--- src/rtl/m6809_pkg.sv ---
// Shared types for the 6809 bus arbiter: ownership states, BA/BS status codes and the state->pin decode.
// Pure declarations; no latency or backpressure of its own.
package m6809_pkg;

    localparam int MAX_STEAL_DEF = 14;
    localparam int CNT_W_DEF     = 4;

    typedef enum logic [3:0] {
        ST_RST,
        ST_RUN,
        ST_DEAD_IN,
        ST_DMA,
        ST_DEAD_OUT,
        ST_FORCE,
        ST_HALTED,
        ST_HDEAD_IN,
        ST_HDMA,
        ST_HDEAD_OUT
    } arb_state_e;

    // {ba, bs} as the 6809 drives them.
    localparam logic [1:0] BABS_RUN        = 2'b00;
    localparam logic [1:0] BABS_IRQ_ACK    = 2'b01;
    localparam logic [1:0] BABS_SYNC_ACK   = 2'b10;
    localparam logic [1:0] BABS_HALT_GRANT = 2'b11;

    typedef struct packed {
        logic       cpu_hold;
        logic       dma_grant;
        logic [1:0] babs;
        logic       dead_cycle;
    } arb_out_t;

    function automatic arb_out_t state_outputs(input arb_state_e st);
        arb_out_t o;
        o = '{cpu_hold: 1'b1, dma_grant: 1'b0, babs: BABS_HALT_GRANT, dead_cycle: 1'b0};
        case (st)
            ST_RST: begin
                o.babs = BABS_IRQ_ACK;
            end
            ST_RUN, ST_FORCE: begin
                o.cpu_hold = 1'b0;
                o.babs     = BABS_RUN;
            end
            ST_DEAD_IN, ST_DEAD_OUT, ST_HDEAD_IN, ST_HDEAD_OUT: begin
                o.dead_cycle = 1'b1;
            end
            ST_DMA, ST_HDMA: begin
                o.dma_grant = 1'b1;
            end
            default: begin
                o.cpu_hold = 1'b1;
            end
        endcase
        return o;
    endfunction

endpackage

--- src/rtl/m6809_bus_arbiter.sv ---
// Hands the 6809 system bus between core and one DMA master with a dead cycle each way; Moore outputs one edge after the deciding input.
// DMA bursts with the CPU running are capped at MAX_STEAL cycles; the core is held off via cpu_hold rather than by backpressure.
module m6809_bus_arbiter
    import m6809_pkg::*;
#(
    parameter int MAX_STEAL = MAX_STEAL_DEF,
    parameter int CNT_W     = CNT_W_DEF
) (
    input  logic             clk,
    input  logic             reset_b,
    input  logic             halt_b,
    input  logic             dma_breq,
    input  logic             cpu_cycle_end,
    input  logic             cpu_inst_end,
    output logic             cpu_hold,
    output logic             dma_grant,
    output logic             ba,
    output logic             bs,
    output logic             dead_cycle,
    output logic [CNT_W-1:0] steal_cnt
);

    localparam logic [CNT_W-1:0] MAX_CNT = CNT_W'(MAX_STEAL);
    localparam logic [CNT_W-1:0] ONE_CNT = CNT_W'(1);

    arb_state_e       state_q, state_d;
    logic [CNT_W-1:0] cnt_q, cnt_d;
    logic             force_q, force_d;
    arb_out_t         outs_q, outs_d;

    always_comb begin
        state_d = state_q;
        cnt_d   = cnt_q;
        force_d = force_q;
        case (state_q)
            ST_RST: begin
                state_d = ST_RUN;
            end
            ST_RUN, ST_FORCE: begin
                // A forced CPU cycle must complete before ownership may move again.
                if (state_q == ST_RUN || cpu_cycle_end) begin
                    force_d = 1'b0;
                    if (dma_breq && cpu_cycle_end) begin
                        state_d = ST_DEAD_IN;
                        cnt_d   = '0;
                    end else if (!halt_b && cpu_inst_end) begin
                        state_d = ST_HALTED;
                    end else begin
                        state_d = ST_RUN;
                    end
                end
            end
            ST_DEAD_IN: begin
                state_d = ST_DMA;
                cnt_d   = ONE_CNT;
            end
            ST_DMA: begin
                if (!dma_breq) begin
                    state_d = ST_DEAD_OUT;
                end else if (cnt_q == MAX_CNT) begin
                    state_d = ST_DEAD_OUT;
                    force_d = 1'b1;
                end else begin
                    cnt_d = cnt_q + ONE_CNT;
                end
            end
            ST_DEAD_OUT: begin
                state_d = force_q ? ST_FORCE : ST_RUN;
            end
            ST_HALTED: begin
                if (dma_breq) begin
                    state_d = ST_HDEAD_IN;
                    cnt_d   = '0;
                end else if (halt_b) begin
                    state_d = ST_RUN;
                end
            end
            ST_HDEAD_IN: begin
                state_d = ST_HDMA;
                cnt_d   = ONE_CNT;
            end
            ST_HDMA: begin
                // Core is halted anyway, so no steal limit; the counter just saturates.
                if (!dma_breq) begin
                    state_d = ST_HDEAD_OUT;
                end else if (cnt_q != MAX_CNT) begin
                    cnt_d = cnt_q + ONE_CNT;
                end
            end
            ST_HDEAD_OUT: begin
                state_d = ST_HALTED;
            end
            default: begin
                state_d = ST_RST;
                cnt_d   = '0;
                force_d = 1'b0;
            end
        endcase
        outs_d = state_outputs(state_d);
    end

    always_ff @(posedge clk) begin
        if (!reset_b) begin
            state_q <= ST_RST;
            cnt_q   <= '0;
            force_q <= 1'b0;
            outs_q  <= state_outputs(ST_RST);
        end else begin
            state_q <= state_d;
            cnt_q   <= cnt_d;
            force_q <= force_d;
            outs_q  <= outs_d;
        end
    end

    assign cpu_hold   = outs_q.cpu_hold;
    assign dma_grant  = outs_q.dma_grant;
    assign ba         = outs_q.babs[1];
    assign bs         = outs_q.babs[0];
    assign dead_cycle = outs_q.dead_cycle;
    assign steal_cnt  = cnt_q;

endmodule

--- config.mk ---
export PLATFORM = sky130hd
export DESIGN_NAME = m6809_bus_arbiter
export DESIGN_NICKNAME = d
export VERILOG_FILES = /design/src/rtl/m6809_pkg.sv /design/src/rtl/m6809_bus_arbiter.sv
export SDC_FILE = /design/constraint.sdc
export NUM_CORES = 1
export LEC_CHECK = 0
export CORE_MARGIN = 2
export CORE_UTILIZATION = 55
export DETAILED_ROUTE_END_ITERATION = 12
export HOLD_SLACK_MARGIN = 0.06
export PLACE_DENSITY_LB_ADDON = 0.15
export SLEW_MARGIN = 25
export SYNTH_ARGS = -nofsm -noshare
export SYNTH_HDL_FRONTEND = slang
export SYNTH_SLANG_ARGS = --single-unit
export TNS_END_PERCENT = 1
--- constraint.sdc ---
create_clock -name clk -period 4.8 [get_ports clk]
set_clock_uncertainty 0.2 [all_clocks]
set_input_delay 0.96 -clock clk [delete_from_list [all_inputs] [get_ports clk]]
set_output_delay 0.96 -clock clk [all_outputs]
set_load 0.005 [all_outputs]
### Word-level counts from Yosys, hierarchy flattened

Cells that the tools add are included.

| word-level totals | value |
|---|---|
| register bits after elaboration | 14 |
| bits of input ports | 6 |
| logic and storage cells | 78 |

| cells by class | value |
|---|---|
| add/sub/neg operators | 1 |
| eq/ne operators | 27 |
| multiplexer cells | 26 |
| bitwise logic cells | 2 |
| reductions and logical operators | 15 |

Operators with widths:

| cell | count |
|---|---|
| $mux W4 | 13 |
| $pmux W4 S9 | 1 |
| $eq A4 B3 Y1 const B | 7 |
| $pmux W4 S6 | 1 |
| $eq A4 B4 Y1 const B | 5 |
| $eq A4 B2 Y1 const B | 4 |
| $ne A2 B2 Y1 const B | 8 |
| $mux W3 | 3 |
| $eq A4 B1 Y1 const B | 2 |
| $logic_not A4 Y1 | 2 |
| $reduce_and A8 Y1 | 1 |
| $reduce_or A2 Y1 | 4 |
| $reduce_or A7 Y1 | 1 |
| $mux W1 | 6 |
| $add A4 B1 Y4 const B | 1 |
| $ne A4 B4 Y1 const B | 1 |
| $pmux W2 S2 | 1 |
| $reduce_and A4 Y1 | 1 |
| $reduce_or A4 Y1 | 1 |
| $pmux W1 S3 | 1 |
| $reduce_or A3 Y1 | 1 |
| $logic_and A1 B1 Y1 | 2 |
| $not A1 Y1 | 2 |
| $logic_not A1 Y1 | 1 |
| $logic_or A1 B1 Y1 | 1 |

### Depth between registers and ports, before layout

| logic depth | value |
|---|---|
| depth after elaboration | 9 |
| mapped depth | 8 |
| mapped depth without buffers | 8 |

### Worst setup path after synthesis

OpenSTA, ideal clock, no wires.

| timing path | value |
|---|---|
| kind | input-to-reg |
| start | in dma_breq |
| end | reg outs_q (netlist bit dead_cycle) |
| arrival time | 2.116 ns |
| path slack | 2.424 ns |
| stages on the path | 7 |
| cells stage by stage | buf_2 -> nand2b_1 -> a31oi_1 -> nor4b_2 -> nand4_1 -> o211ai_1 -> and2_1 |

| on the way | value |
|---|---|
| cells in the longest elaborated chain, start to end | 7 |
| elaborated cells between the ends (all ways) | 13 |
| those cells by class | 4 x eq/ne; 7 x mux; 2 x reduce/logical |

Ends and longest elaborated chain:

| item | line | source |
|---|---|---|
| start: declaration | m6809_bus_arbiter.sv:12 | `input logic dma_breq,` |
| $logic_and A1 B1 Y1 | m6809_bus_arbiter.sv:43 | `if (dma_breq && cpu_cycle_end) begin` |
| $mux W3 | m6809_bus_arbiter.sv:43 |  |
| $mux W4 | m6809_bus_arbiter.sv:41 | `if (state_q == ST_RUN \|\| cpu_cycle_end) begin` |
| $pmux W4 S9 * | m6809_bus_arbiter.sv:35 | `case (state_q)` |
| $eq A4 B2 Y1 (tied with other cells) | m6809_pkg.sv:37 | `case (st)` |
| $reduce_or A4 Y1 * | m6809_pkg.sv:37 |  |
| $mux W1 * | m6809_pkg.sv:37 |  |
| end signal: assignment | m6809_bus_arbiter.sv:107 | `outs_q <= state_outputs(ST_RST);` |
| end signal: assignment | m6809_bus_arbiter.sv:112 | `outs_q <= outs_d;` |
| end: declaration | m6809_bus_arbiter.sv:29 | `arb_out_t outs_q, outs_d;` |

Mark *: on every way between the ends. The rest lies on a longest branch, timed or not.
A chain may end at the register's enable or synchronous reset.

### Worst setup path after layout

Ends and elaborated chain as after synthesis.

==> flow_summary.json <==
{
  "diodes": 0,
  "final_util_pct": 70.0,
  "yosys_warnings": 0,
  "routed-via-count": 854,
  "place.port_buffers": 14,
  "root_buffer": "clkbuf_4",
  "syn_nets": 116,
  "drt_wl_total_mm": 2.05,
  "syn-cell-area_um2": 926,
  "r2r_cells": 6,
  "nets": 128,
  "p_per_area_nw_per_um2": 261,
  "clockBufferDepth": 2,
  "cts_tree": "yes",
  "gp_congestion": 0.833,
  "hpwl_mm": 1.41,
  "post-cts-setup-buffers": 0,
  "gr-total-overflow": 0,
  "die_x_um": 45.0,
  "max_stage_delay_ps": 610,
  "hold_viol": 0,
  "setup.worst_path.end_class": "flop",
  "yosys.area.top_type": "dfxtp_1",
  "drive_gt1_share_pct": 11.8,
  "synthTopCellsByArea": "dfxtp_1, nand2_1, o21ai_0",
  "critPathRequiredTime_ps": 4830,
  "r2r_slack_ps": 2530,
  "die-area_um2": 2030,
  "worst_pin_slew_ps": 596,
  "status": "finished, final reports clean",
  "ant_nets": 0,
  "drv_cap": 0,
  "worstPathArrival_ps": 2850,
  "fin_total_pwr_w": 0.000282,
  "wire_per_inst_um": 15.2,
  "p_leak_nw": 0.430,
  "reg2reg_to": "dead_cycle",
  "cts_resized": 0,
  "die_y_um": 45.0,
  "slew_violations": 0,
  "setup_tns_ps": 0,
  "period_needed_ps": 2820,
  "fin_crit_sh_pct": 58.8,
  "r2r-start": "state_q[2]",
  "ir_drop_mv": 0.191,
  "critPathKind": "in -> reg",
  "ys_ff_latch": 14,
  "syn_avg_cell_area_um2": 8.57,
  "ctsHtreeMaxLevel": 1,
  "dr.pass1.iters": 4,
  "start_util_pct": 60.1,
  "core_area_um2": 1540,
  "clk_pin_slew_ps": 80,
  "clk_latency_ps": 280,
  "viasPerCell": 6.33,
  "critical-path-top-delay-family": "simple AND/OR/NAND/NOR gates",
  "area_delta_synth_final_pct": 16.6,
  "rsz0062_at_grt": "no",
  "relSlewSlack_pct": 60.2,
  "first_global_vias": 803,
  "hold_class": "reg -> reg",
  "drcViolationCount": 0,
  "whs_endpoint": "force_q",
  "synth_cells": 108,
  "rows": 14,
  "grt_max_degree": 19,
  "grt_usage_pct": 23.5,
  "synth_top_area_share_pct": 30.3,
  "crit_path_start_kind": "input port",
  "grt_pass1_wl_mm": 3.47,
  "cts_made_buffers": 3,
  "antenna_found_initial": 0,
  "synth_cell_types": 47,
  "worstPathMaxFanout": 12,
  "min_from": "force_q",
  "yosysSeqAreaShare_pct": 30.3,
  "crit_slowest_cell": "clkdlybuf4s50_1",
  "drtIter0Drc": 21,
  "cp_num_buf_inv": 1,
  "path_cells": "clkdlybuf4s50_1, nand2b_1, a31oi_1, nor4b_2, nand4_1, o211ai_1, and2_1",
  "hold_depth": 1,
  "timing.fmax_ghz": 0.355,
  "mostFrequentLayoutCells": "dfxtp_1, clkdlybuf4s50_1, nand2_1, nor2_1, o21ai_0",
  "setup_violations": 0,
  "cts_hold_buffers": 0,
  "cts.sinks": 14,
  "ios": 15
}
## layout make-up
type,instances,area (um^2)
clock buffers,4,36.3
well taps,16,20.0
flip-flops and latches,14,280
repair buffers,14,140
fillers,123,462
multi-input cells,81,581
inverters,6,22.5
## cells in the mapped netlist (all sizes together)
cell and instances:
o22ai 1, a31oi 3, dfxtp 14, inv 6, o211a 1, and2b 1
nor3 1, o311a 1, a221oi 2, and2 3, nand2 9, nor2b 2
mux2i 1, nand4 1, a21boi 1, o221ai 1, a221o 1, xnor2 1
clkbuf 1, o221a 1, buf 6, a21o 2, o211ai 2, a32oi 2
nor4b 1, o32ai 1, or3b 1, o21ai 8, nor2 7, nor4bb 2
nor3b 5, xor2 1, and3 3, nand2b 4, nand3 1, a21oi 5
o21a 1, ha 2, nor4 2
## worst register-to-register path, cell delays in order, from the launching register on
cell	delay, ps
dfxtp_1	670
nand2b_1	200
a32oi_1	410
o211ai_2	240
xnor2_1	200
o211ai_1	90
and2_1	170
## flip-flops by register name, indices dropped and copies added (netlist names)
signal and count:
ba 1, bs 1, cpu_hold 1, dead_cycle 1, dma_grant 1, force_q 1, state_q 4, steal_cnt 4
## through the flow
| step | hold slack (ps) | cells | worst slack (ps) | cell area (um^2) |
|---|---|---|---|---|
| 3_5_place_dp | 323 | 131 | 1700 | 1040 |
| 2_1_floorplan | 297 | 108 | 2420 | 926 |
| 4_1_cts | 349 | 135 | 2010 | 1080 |
| 6_report | 348 | 135 | 1980 | 1080 |
| 3_3_place_gp | 312 | 131 | 1750 | 1040 |
| 5_1_grt | 377 | 135 | 1900 | 1080 |
## worst max-delay path by stage
stage,from,end,slack (ps),cells after the start
2_1_floorplan,dma_breq,dead_cycle,2420,7
3_3_place_gp,dma_breq,dead_cycle,1750,7
3_5_place_dp,dma_breq,dead_cycle,1700,7
4_1_cts,dma_breq,dead_cycle,2010,7
5_1_grt,dma_breq,dead_cycle,1900,7
6_report,dma_breq,dead_cycle,1980,7
## kinds of logic after synthesis
group           count (synthesis)  synth area share (%)
xor+xnor                        2                  1.89
compound gates                 33                  28.0
mux                             1                  1.08
flops                          14                  30.3
buf+inv                        13                  7.03
fa+ha+maj                       2                  2.70
simple gates                   43                  29.1
## report_power, final
group | switching, W | total [W] | internal (W)
registers | 0.00000985 | 0.000133 | 0.000123
clock network | 0.0000382 | 0.0000843 | 0.0000461
logic | 0.0000305 | 0.0000645 | 0.0000340
## per-layer routing
metal  up-vias  wire [um]  global-route usage (%)
met4         0         27                    11.8
met1       409        932                    30.6
met5         -          0                       0
met2        21       1010                    37.4
li1        420          -                       -
met3         4         81                    4.00
Power figures use the tool's default switching activity.
